`src/rtl/mod_updown_counter_if.sv`:
```
// Handshake-free control/status bundle for mod_updown_counter.
// Latency: n/a (wires only). Backpressure: none, the counter accepts a command every cycle.
// master drives en/up/step/sat/ld/ld_val and observes count/tc/zero/ovf; slave is the counter side.
interface mod_updown_counter_if #(
    parameter int WIDTH  = 8,
    parameter int STEP_W = 4
);
    logic              en;
    logic              up;
    logic [STEP_W-1:0] step;
    logic              sat;
    logic              ld;
    logic [WIDTH-1:0]  ld_val;
    logic [WIDTH-1:0]  count;
    logic              tc;
    logic              zero;
    logic              ovf;

    modport master (
        output en, up, step, sat, ld, ld_val,
        input  count, tc, zero, ovf
    );

    modport slave (
        input  en, up, step, sat, ld, ld_val,
        output count, tc, zero, ovf
    );
endinterface

```
`src/rtl/mod_updown_counter.sv`:
```
// Up/down counter, variable step, modulus MAX_COUNT+1, wrap or saturate, sync load, tc/zero/sticky ovf.
// Latency: one cycle from command to registered count/status. Backpressure: none, every edge is accepted.
// Ports: clk, rst (async active-low), bus (slave modport). Optional macro COUNTER_PRESCALE_EN adds an en divider.
module mod_updown_counter #(
    parameter int WIDTH     = 8,
    parameter int MAX_COUNT = 2**WIDTH - 1,
    parameter int STEP_W    = 4,
    parameter int PRESCALE  = 1
) (
    input  logic               clk,
    input  logic               rst,
    mod_updown_counter_if.slave bus
);
    // Parameter legality is enforced at elaboration.
    if (MAX_COUNT < 1 || MAX_COUNT > 2**WIDTH - 1) begin : g_bad_max
        $fatal(1, "mod_updown_counter: MAX_COUNT out of range 1..2**WIDTH-1");
    end
    if (2**STEP_W - 1 > MAX_COUNT + 1) begin : g_bad_step
        $fatal(1, "mod_updown_counter: largest step exceeds modulus");
    end
    if (PRESCALE < 1 || PRESCALE > 65535) begin : g_bad_ps
        $fatal(1, "mod_updown_counter: PRESCALE out of range 1..65535");
    end

    localparam logic [WIDTH-1:0] MAX_V     = WIDTH'(MAX_COUNT);
    localparam logic [WIDTH:0]   MAX_W     = (WIDTH+1)'(MAX_COUNT);
    localparam logic [WIDTH:0]   MODULUS_W = (WIDTH+1)'(MAX_COUNT + 1);

    logic [WIDTH-1:0] count_q, count_d;
    logic             tc_q, tc_d;
    logic             zero_q, zero_d;
    logic             ovf_q, ovf_d;
    logic             eff_en;

`ifdef COUNTER_PRESCALE_EN
    localparam logic [15:0] PS_LAST = 16'(PRESCALE - 1);

    logic [15:0] ps_q, ps_d;
    logic        ps_tick;

    // Prescaler only advances on en cycles; load restarts the division phase.
    always_comb begin
        ps_d    = ps_q;
        ps_tick = 1'b0;
        if (bus.ld) begin
            ps_d = '0;
        end else if (bus.en) begin
            if (ps_q == PS_LAST) begin
                ps_d    = '0;
                ps_tick = 1'b1;
            end else begin
                ps_d = ps_q + 16'd1;
            end
        end
    end

    always_ff @(posedge clk or negedge rst) begin
        if (!rst) ps_q <= '0;
        else      ps_q <= ps_d;
    end

    assign eff_en = ps_tick;
`else
    assign eff_en = bus.en;
`endif

    // One guard bit so up-sums and down-borrows can be tested without overflow.
    logic [WIDTH:0] cnt_w, step_w, sum_w;
    assign cnt_w  = {1'b0, count_q};
    assign step_w = (WIDTH+1)'(bus.step);
    assign sum_w  = cnt_w + step_w;

    always_comb begin
        count_d = count_q;
        tc_d    = 1'b0;
        ovf_d   = ovf_q;
        if (bus.ld) begin
            count_d = (bus.ld_val > MAX_V) ? MAX_V : bus.ld_val;
            ovf_d   = 1'b0;
        end else if (eff_en && (bus.step != '0)) begin
            if (bus.up) begin
                if (sum_w > MAX_W) begin
                    ovf_d = 1'b1;
                    if (bus.sat) begin
                        count_d = MAX_V;
                        // Already parked at the top: no fresh terminal event.
                        tc_d    = (count_q != MAX_V);
                    end else begin
                        count_d = WIDTH'(sum_w - MODULUS_W);
                        tc_d    = 1'b1;
                    end
                end else if (bus.sat && (sum_w == MAX_W)) begin
                    // step>0 here, so this is the first arrival at the top.
                    count_d = MAX_V;
                    tc_d    = 1'b1;
                end else begin
                    count_d = WIDTH'(sum_w);
                end
            end else begin
                if (step_w > cnt_w) begin
                    ovf_d = 1'b1;
                    if (bus.sat) begin
                        count_d = '0;
                        tc_d    = (count_q != '0);
                    end else begin
                        count_d = WIDTH'(cnt_w + MODULUS_W - step_w);
                        tc_d    = 1'b1;
                    end
                end else if (bus.sat && (step_w == cnt_w)) begin
                    count_d = '0;
                    tc_d    = 1'b1;
                end else begin
                    count_d = WIDTH'(cnt_w - step_w);
                end
            end
        end
        zero_d = (count_d == '0);
    end

    always_ff @(posedge clk or negedge rst) begin
        if (!rst) begin
            count_q <= '0;
            tc_q    <= 1'b0;
            zero_q  <= 1'b1;
            ovf_q   <= 1'b0;
        end else begin
            count_q <= count_d;
            tc_q    <= tc_d;
            zero_q  <= zero_d;
            ovf_q   <= ovf_d;
        end
    end

    assign bus.count = count_q;
    assign bus.tc    = tc_q;
    assign bus.zero  = zero_q;
    assign bus.ovf   = ovf_q;
endmodule

```
`src/flat_wrapper.sv`:
```
// flat-port wrapper written by rule: the top's interface ports become plain ports
module mod_updown_counter_flat 
#(
    parameter int WIDTH     = 8,
    parameter int MAX_COUNT = 2**WIDTH - 1,
    parameter int STEP_W    = 4,
    parameter int PRESCALE  = 1
)
  (clk, rst, bus_en, bus_up, bus_step, bus_sat, bus_ld, bus_ld_val, bus_count, bus_tc, bus_zero, bus_ovf);
  mod_updown_counter_if #(.WIDTH(WIDTH), .STEP_W(STEP_W)) bus_i ();
  input  logic clk;
  input  logic rst;
  input wire logic [$bits(bus_i.en)-1:0] bus_en;
  input wire logic [$bits(bus_i.up)-1:0] bus_up;
  input wire logic [$bits(bus_i.step)-1:0] bus_step;
  input wire logic [$bits(bus_i.sat)-1:0] bus_sat;
  input wire logic [$bits(bus_i.ld)-1:0] bus_ld;
  input wire logic [$bits(bus_i.ld_val)-1:0] bus_ld_val;
  output wire logic [$bits(bus_i.count)-1:0] bus_count;
  output wire logic [$bits(bus_i.tc)-1:0] bus_tc;
  output wire logic [$bits(bus_i.zero)-1:0] bus_zero;
  output wire logic [$bits(bus_i.ovf)-1:0] bus_ovf;
  assign bus_i.en = bus_en;
  assign bus_i.up = bus_up;
  assign bus_i.step = bus_step;
  assign bus_i.sat = bus_sat;
  assign bus_i.ld = bus_ld;
  assign bus_i.ld_val = bus_ld_val;
  assign bus_count = bus_i.count;
  assign bus_tc = bus_i.tc;
  assign bus_zero = bus_i.zero;
  assign bus_ovf = bus_i.ovf;
  mod_updown_counter #(.WIDTH(WIDTH), .MAX_COUNT(MAX_COUNT), .STEP_W(STEP_W), .PRESCALE(PRESCALE)) u_core (.clk(clk), .rst(rst), .bus(bus_i));
endmodule
```
`config.mk`:
```
export PLATFORM = sky130hd
export DESIGN_NAME = mod_updown_counter_flat
export DESIGN_NICKNAME = d
export VERILOG_FILES = /design/src/rtl/mod_updown_counter_if.sv /design/src/rtl/mod_updown_counter.sv /design/src/flat_wrapper.sv
export SDC_FILE = /design/constraint.sdc
export NUM_CORES = 1
export LEC_CHECK = 0
export CAP_MARGIN = 10
export CORE_MARGIN = 2
export CORE_UTILIZATION = 51
export CTS_CLUSTER_SIZE = 16
export DETAILED_ROUTE_END_ITERATION = 10
export PLACE_DENSITY = 0.8
export SLEW_MARGIN = 10
export SYNTH_ARGS = -nofsm -noshare
export SYNTH_HDL_FRONTEND = slang
export SYNTH_SLANG_ARGS = --single-unit
```
`constraint.sdc`:
```
create_clock -name clk -period 3.4 [get_ports clk]
set_input_delay 0.34 -clock clk [delete_from_list [all_inputs] [get_ports clk]]
set_output_delay 0.34 -clock clk [all_outputs]
set_load 0.005 [all_outputs]
```
==> results_dict.tcl, run 1 <==
set metrics [dict create \
    cp.required_ns 3.58 \
    fin_tns_setup_ns 0 \
    cts-root-buf "clkbuf_4" \
    cap_violations 0 \
    io_pins 29 \
    synth_cells 175 \
    hold_violations 0 \
    vdd_ir_drop_max_mv 0.292 \
    post_cts_buffers 0 \
    fmax_ghz 0.320 \
    port_buffers 28 \
    hpwl_mm 2.88 \
    grt_usage 0.246 \
    num_antenna_cells 0 \
    drt_iter0_markers 57 \
    fin_util 0.671 \
    synth_cell_type_count 54 \
    post_drt_wl_per_cell_microns 15.9 \
    ys_seq_elements 11 \
    via_per_inst 5.98 \
    fin_crit_ns 3.12 \
    grt_max_degree 22 \
    synth-edff-count 0 \
    dieArea_sq_um 3050 \
    n_fill_cell 217 \
    antenna_found_initial 0 \
    drc 0 \
    numCtsBuffers 3 \
    drtAntennaViolNets 0 \
    die_w_microns 55.2 \
    drt-pass1-iter-count 4 \
    finClkSkew_ns 0.00507 \
    post-place-ws_ns -0.0209 \
    syn_nets 203 \
    cts_tree "built" \
    drv_slew 0 \
    cp.arrival_ns 3.30 \
    critPathLaunchType "input pin" \
    syn_avg_cell_area_sq_um 7.65 \
    place_congestion 0.928 \
    final_common_cell "nor2_1" \
    drive_above_1_share 0.113 \
    final_cell_mix "nor2_1 (29), clkdlybuf4s50_1 (28), a21oi_1 (15)" \
    clkSlewWorstSetupHoldPaths_ns 0.07 \
    synth-main-ff-cell "dfrtp_1" \
    final-setup-viol-count 0 \
    htree_levels 1 \
    grt-ovfl-total 0 \
    synthArstFlopShare 1.00 \
    clockBufferDepth 2 \
    hold_path_class "input pin to async pin" \
    syn_to_final_growth_pct 24.2 \
    drt-total-wl_mm 3.70 \
    core_area_sq_um 2480 \
    maxSlewHeadroom 0.640 \
    die_height_microns 55.2 \
    grt_pass1_wl_mm 6.07 \
    power_leakage_uw 0.000675 \
    rows 18 \
    power_density_nw_per_um2 339 \
    cts_hold_buf 0 \
    rrSetupSlack_ns 0.33 \
    cts_resized 0 \
    start_util 0.540 \
    cts.sinks 11 \
    setup_slack_ns 0.280 \
    criticalPathCategory "input pin to flip-flop" \
    status "complete, no violations" \
    grt_pass1_vias 1272 \
    finalCritPeriodShare 0.918 \
    ys_warn_count 0 \
    endpoint_kind "flip-flop" \
    finalNetCount 232 \
    worst_slew_pin_slew_ns 0.539 \
    ys_seq_area_frac 0.207 \
    syn_area_sq_um 1340 \
    cp_max_fo 7 \
    worst_skew_pair.late_latency_ns 0.27 \
    vias 1394 \
]
## worst paths after layout
| check | cells past startpoint | to | start |
|---|---|---|---|
| worst min register to register | 2 | u_core.bus.ovf | u_core.bus.ovf |
| max in group asynchronous | 1 | u_core.bus.zero | rst |
| worst min-delay path | 1 | u_core.bus.count[5] | rst |
| worst max register to register | 10 | u_core.bus.zero | u_core.bus.count[0] |
| min in group clk | 2 | u_core.bus.ovf | u_core.bus.ovf |
| worst max-delay path | 11 | u_core.bus.zero | bus_step[0] |
## metrics by stage
step	std cells	total power, uW	area [sq um]	hold slack [ns]
2_1_floorplan	175	366	1340	0.0444
3_3_place_gp	229	460	1640	0.484
3_5_place_dp	229	467	1640	0.496
4_1_cts	233	560	1660	0.415
5_1_grt	233	606	1660	0.449
6_report	233	564	1660	0.406
## report_power, final
part	leakage (uW)	switching (uW)	total (uW)	internal, uW
combinational	0.000527	154	296	141
sequential	0.000133	34.9	179	144
clock	0.0000150	44.8	90.2	45.5
total	0.000675	234	564	330
## final cells by class
cell class	instances	area (sq um)	share of cell area
multi-input cells	145	963	0.579
inverters	9	33.8	0.0203
repair buffers	34	325	0.196
well taps	30	37.5	0.0226
flip-flops and latches	11	277	0.166
clock buffers	4	26.3	0.0158
## registers in the layout (all words and copies together), names as in the netlist
| signal | flops |
|---|---|
| u_core.bus.zero | 1 |
| u_core.bus.tc | 1 |
| u_core.bus.ovf | 1 |
| u_core.bus.count | 8 |
## cells in the mapped netlist (2+ instances only)
master,number,area share
a21oi_1,15,0.056
and3_1,4,0.019
buf_2,2,0.0075
buf_4,3,0.017
buf_6,2,0.017
clkbuf_1,2,0.0056
dfrtp_1,10,0.19
fa_1,2,0.030
ha_1,8,0.075
inv_1,9,0.025
nand2_1,14,0.039
nand2b_1,3,0.014
nand3_1,3,0.011
nand4_1,2,0.0093
nor2_1,29,0.081
nor2b_1,5,0.023
nor3_1,4,0.015
o211ai_1,2,0.011
o21a_1,2,0.011
o21ai_0,12,0.045
o21bai_1,3,0.017
o22ai_1,3,0.014
o41a_1,2,0.017
or4_1,3,0.017
xnor2_1,2,0.013
## cells by family after synthesis
family / Yosys count / synth area share
compound gates: 52 / 0.276
xor+xnor: 3 / 0.0196
fa+ha+maj: 10 / 0.105
buf+inv: 19 / 0.0748
flops: 11 / 0.207
mux: 1 / 0.00748
simple gates: 79 / 0.311
## critical path: stages
cell and delay (ns):
clkdlybuf4s50_1 0.45, ha_1 0.25, fa_1 0.38, nor2b_2 0.18
nor2_1 0.20, o21bai_1 0.11, a41oi_1 0.32, o31ai_4 0.17
o31a_2 0.38, a2111oi_1 0.27, nor4b_2 0.25
## layer usage
| metal | track usage | routed length, microns |
|---|---|---|
| met5 | 0 | 0 |
| met3 | 0.0468 | 232 |
| met4 | 0.0453 | 23 |
| met1 | 0.339 | 1710 |
| met2 | 0.406 | 1740 |
Power figures use the tool's default switching activity.
==> run 2: changes to the inputs <==
--- a/config.mk
+++ b/config.mk
@@ -10,7 +10,7 @@
 export CORE_UTILIZATION = 51
 export CTS_CLUSTER_SIZE = 16
 export DETAILED_ROUTE_END_ITERATION = 10
-export PLACE_DENSITY = 0.8
+export PLACE_DENSITY = 0.79
 export SLEW_MARGIN = 10
 export SYNTH_ARGS = -nofsm -noshare
 export SYNTH_HDL_FRONTEND = slang
==> run 2 against run 1 <==
  * Critical path type unchanged
  * Die area stayed put
  * Count of clock-buffer cells in the layout unchanged
  * Sequential power is essentially flat
  * Highest routed layer unchanged
  * Non-clock buffer count is 2 lower
  * Via count is 7.4% higher
==> results_dict.tcl, run 2 (synthesis gave the netlist of run 1 again) <==
set metrics [dict create \
    finalNetCount 230 \
    vias 1497 \
    core_area_sq_um 2480 \
    num_antenna_cells 0 \
    htree_levels 1 \
    reg2regPathDepth 10 \
    grt_max_degree 23 \
    cp.required_ns 3.58 \
    grt_pass1_wl_mm 6.40 \
    drt-total-wl_mm 3.92 \
    cp.arrival_ns 3.30 \
    via_per_inst 6.48 \
    critPathSlowestCell "clkdlybuf4s50_1" \
    critPathLaunchType "input pin" \
    fin_crit_ns 3.12 \
    antenna_found_initial 0 \
    fin_tns_setup_ns 0 \
    pwr-share-comb 0.525 \
    syn_to_final_growth_pct 23.6 \
    power_uw 572 \
    drt_iter0_markers 71 \
    grt-ovfl-total 0 \
    vdd_ir_drop_max_mv 0.358 \
    drtAntennaViolNets 0 \
    largest_reg_flops 8 \
    finClkSkew_ns 0.00130 \
    crit-reg2reg-launch "u_core.bus.count[0]" \
    port_buffers 28 \
    pwr-share-seq 0.313 \
    start_util 0.540 \
    switchingPower_uw 243 \
    post_drt_wl_per_cell_microns 16.9 \
    numCtsBuffers 3 \
    clkSlewWorstSetupHoldPaths_ns 0.07 \
    cts-root-buf "clkbuf_4" \
    grt_usage 0.259 \
    status "complete, no violations" \
    cp_max_fo 9 \
    clockBufferDepth 2 \
    place_congestion 0.894 \
    cts_hold_buf 0 \
    worst_skew_pair.late_latency_ns 0.27 \
    cpPeakStageDelay_ns 0.51 \
    clkPwrFrac 0.161 \
    rr_endpoint "u_core.bus.zero" \
    maxSlewHeadroom 0.649 \
    endpoint_kind "flip-flop" \
    final-setup-viol-count 0 \
    final_common_cell "nor2_1" \
    rsz0062_at_grt "false" \
    die_w_microns 55.2 \
    sw_frac_of_total 0.425 \
    grt_pass1_vias 1366 \
    power_density_nw_per_um2 346 \
    p_int_uw 329 \
    hold_violations 0 \
    hpwl_mm 3.00 \
    io_pins 29 \
    rows 18 \
    die_height_microns 55.2 \
    hold_slack_ns 0.411 \
    drive_above_1_share 0.109 \
    criticalPathCategory "input pin to flip-flop" \
    drc 0 \
    cap_violations 0 \
    hold_path_class "input pin to async pin" \
    fmax_ghz 0.321 \
    drt-pass1-iter-count 5 \
    worst_slew_pin_slew_ns 0.525 \
    fin_util 0.668 \
    power_leakage_uw 0.000666 \
    critPathMostFrequentCell "inv_1" \
    finalCritPeriodShare 0.917 \
    crit_chain "clkdlybuf4s50_1 -> inv_1 -> ha_1 -> inv_1 -> a221oi_2 -> xnor2_1 -> o21bai_1 -> o31ai_4 -> o31a_2 -> a2111oi_1 -> nor4b_2" \
    drv_slew 0 \
    cts.sinks 11 \
    cts_tree "built" \
    final_cell_mix "nor2_1 (29), clkdlybuf4s50_1 (28), a21oi_1 (15)" \
    rrSetupSlack_ns 0.38 \
    dieArea_sq_um 3050 \
]
run 2: metrics by stage:
stage	setup slack (ns)	area, sq um	instances
CTS	0.234	1650	231
global route	0.0387	1660	231
global placement	0.132	1620	227
floorplan	0.583	1340	175
finish	0.283	1660	231
detailed placement	-0.0486	1620	227
run 2: power by group through the flow:
stage / sequential [uW] / combinational [uW] / clock [uW]
floorplan: 164 / 202 / 0
global placement: 179 / 277 / 0
detailed placement: 179 / 290 / 0
CTS: 177 / 292 / 93.0
global route: 183 / 325 / 100
finish: 179 / 301 / 92.2
run 2: how the worst max path moves through the flow:
stage                        start              end  cells after the start
2_1_floorplan  u_core.bus.count[0]  u_core.bus.zero                     10
3_3_place_gp           bus_step[0]  u_core.bus.zero                     11
3_5_place_dp           bus_step[0]  u_core.bus.zero                     11
4_1_cts                bus_step[0]  u_core.bus.zero                     11
5_1_grt                bus_step[2]  u_core.bus.zero                     11
6_report               bus_step[2]  u_core.bus.zero                     11
run 2: cell type report:
class,instances,area [sq um]
Multi-Input combinational cell,145,971
Fill cell,220,822
Timing Repair Buffer,32,310
Sequential cell,11,277
Tap cell,30,37.5
Inverter,9,33.8
Clock buffer,4,26.3
run 2: timing repair:
item                                    CTS  global route
gates resized for setup                   0             2
buffers inserted                          0             0
endpoints found under the setup margin    0             1
run 2: worst max-delay path: cells and delay by family:
family                   cells  cell delay (ns)
AND/OR/NAND/NOR              1             0.27
buffers and inverters        3             0.69
XOR/XNOR                     1             0.23
adder cells (fa/ha/maj)      1             0.44
AO/OA/AOI/OAI                5             1.32
run 2: per-layer routing:
metal / global-route usage / vias to the layer above / part of all wire
li1: - / 681 / -
met1: 0.330 / 714 / 0.40
met2: 0.429 / 96 / 0.49
met3: 0.0703 / 6 / 0.10
met4: 0.0732 / 0 / 0.011
met5: 0 / - / 0
==> run 3: changes to the inputs <==
--- a/config.mk
+++ b/config.mk
@@ -6,6 +6,7 @@
 export NUM_CORES = 1
 export LEC_CHECK = 0
 export CAP_MARGIN = 10
+export CORE_ASPECT_RATIO = 1.2
 export CORE_MARGIN = 2
 export CORE_UTILIZATION = 51
 export CTS_CLUSTER_SIZE = 16
==> constraint.sdc (replaced) <==
create_clock -name clk -period 3.4 [get_ports clk]
set_input_delay 0.34 -clock clk [delete_from_list [all_inputs] [get_ports clk]]
set_output_delay 0.34 -clock clk [all_outputs]
set_load 0.1 [all_outputs]
==> run 3 against run 2 <==
  * Worst hold slack got worse by 0.012 ns
  * Design area unchanged
  * Die area barely moved
  * Non-clock buffer count is 1 higher
  * Combinational power grew 29%
  * Routed wire length decreased by 6.0%
  * Clock skew rose by 0.0016 ns
  * Count of clock-buffer cells in the layout unchanged
  * Final cell count up 1.7%
  * Clock power decreased by 3.6%
  * Via count fell by 7.7%
  * Utilization is 1.3 points lower
  * Critical path type unchanged
  * Critical endpoint unchanged
  * Largest power group unchanged
==> results_dict.tcl, run 3 (synthesis gave the netlist of run 1 again) <==
set metrics [dict create \
    hold_path_class "input pin to async pin" \
    cts_tree "built" \
    grt_pass1_wl_mm 6.00 \
    post_cts_buffers 0 \
    drive_above_1_share 0.114 \
    n_fill_cell 227 \
    cp_max_fo 7 \
    grt_usage 0.263 \
    critPathSlowestCell "clkdlybuf4s50_1" \
    via_per_inst 5.88 \
    finalNetCount 231 \
    vdd_ir_drop_max_mv 0.322 \
    port_buffers 28 \
    cp.arrival_ns 3.25 \
    fin_tns_setup_ns 0 \
    cts.sinks 11 \
    cts-root-buf "clkbuf_4" \
    drc 0 \
    cts_resized 0 \
    critPathLaunchType "input pin" \
    dieArea_sq_um 3050 \
    drtAntennaViolNets 0 \
    post-place-ws_ns 0.0522 \
    die_w_microns 50.8 \
    largest_reg_flops 8 \
    num_antenna_cells 0 \
    power_leakage_uw 0.000671 \
    instances_no_fill 235 \
    criticalPathCategory "input pin to flip-flop" \
    drv_slew 0 \
    dp.cells 231 \
    htree_levels 1 \
    cts_hold_buf 0 \
    crit_chain "clkdlybuf4s50_1 -> ha_1 -> fa_1 -> nor2b_2 -> nor2_1 -> o21bai_1 -> a41oi_1 -> o31ai_4 -> o31a_2 -> a2111oi_0 -> nor4b_2" \
    io_pins 29 \
    rsz0062_at_grt "false" \
    vias 1382 \
    grt-ovfl-total 0 \
    hpwl_mm 2.87 \
    final_common_cell "nor2_1" \
    final-setup-viol-count 0 \
    status "complete, no violations" \
    core_area_sq_um 2530 \
    syn_to_final_growth_pct 23.6 \
    power_density_nw_per_um2 395 \
    final_cell_mix "nor2_1 (29), clkdlybuf4s50_1 (27), a21oi_1 (15)" \
    finClkSkew_ns 0.00291 \
    cap_violations 0 \
    clockBufferDepth 2 \
    post_drt_wl_per_cell_microns 15.7 \
    cp.required_ns 3.59 \
    finalCritPeriodShare 0.901 \
    drt-pass1-iter-count 6 \
    drt_iter0_markers 66 \
    grt_pass1_vias 1308 \
    maxSlewHeadroom 0.353 \
    hold_violations 0 \
    cpPeakStageDelay_ns 0.45 \
    place_congestion 0.915 \
    setup_slack_ns 0.338 \
    worst_skew_pair.late_latency_ns 0.27 \
    fin_crit_ns 3.06 \
    fin_util 0.655 \
    start_util 0.530 \
    die_height_microns 60.1 \
    clkSlewWorstSetupHoldPaths_ns 0.07 \
    endpoint_kind "flip-flop" \
    rows 20 \
    antenna_found_initial 0 \
    numCtsBuffers 3 \
    grt_max_degree 23 \
    worst_slew_pin_slew_ns 0.968 \
    drt-total-wl_mm 3.68 \
    fmax_ghz 0.327 \
]
## run 3: final timing paths
path,start,endpoint,slack (ns),depth (start not counted)
hold / removal,rst,u_core.bus.count[6],0.40,1
max in group asynchronous,rst,u_core.bus.zero,2.65,1
hold reg to reg,u_core.bus.ovf,u_core.bus.ovf,0.52,2
setup reg to reg,u_core.bus.count[0],u_core.bus.zero,0.38,10
min in group clk,u_core.bus.ovf,u_core.bus.ovf,0.52,2
setup / recovery,bus_step[0],u_core.bus.zero,0.34,11
## run 3: worst max-delay path: cells and delay by family
kind / cells / cell delay (ns)
AO/OA/AOI/OAI: 5 / 1.21
adder cells (fa/ha/maj): 2 / 0.64
AND/OR/NAND/NOR: 3 / 0.61
buffers and inverters: 1 / 0.45
## run 3: metal layers
layer / track usage / wire (microns) / up-vias
met4: 0.0965 / 70 / 0
met2: 0.494 / 1890 / 48
li1: - / - / 683
met3: 0.0125 / 163 / 7
met5: 0 / 0 / -
met1: 0.315 / 1560 / 644
## run 3: where the power goes
part	switching [uW]	internal [uW]	total (uW)
combinational	250	137	387
sequential	34.2	144	178
clock	43.4	45.5	88.9
total	328	327	654
## run 3: metrics by stage
stage	hold slack, ns	power (uW)	cell area (sq um)
6_report	0.399	654	1660
5_1_grt	0.431	692	1660
4_1_cts	0.413	653	1660
3_5_place_dp	0.502	563	1630
3_3_place_gp	0.493	555	1630
2_1_floorplan	0.0444	462	1340
## run 3: final cells by class
class | count | area (sq um) | share of cell area
Clock buffer | 4 | 26.3 | 0.0159
Inverter | 9 | 33.8 | 0.0204
Multi-Input combinational cell | 145 | 962 | 0.581
Sequential cell | 11 | 277 | 0.167
Tap cell | 33 | 41.3 | 0.0249
Timing Repair Buffer | 33 | 315 | 0.190
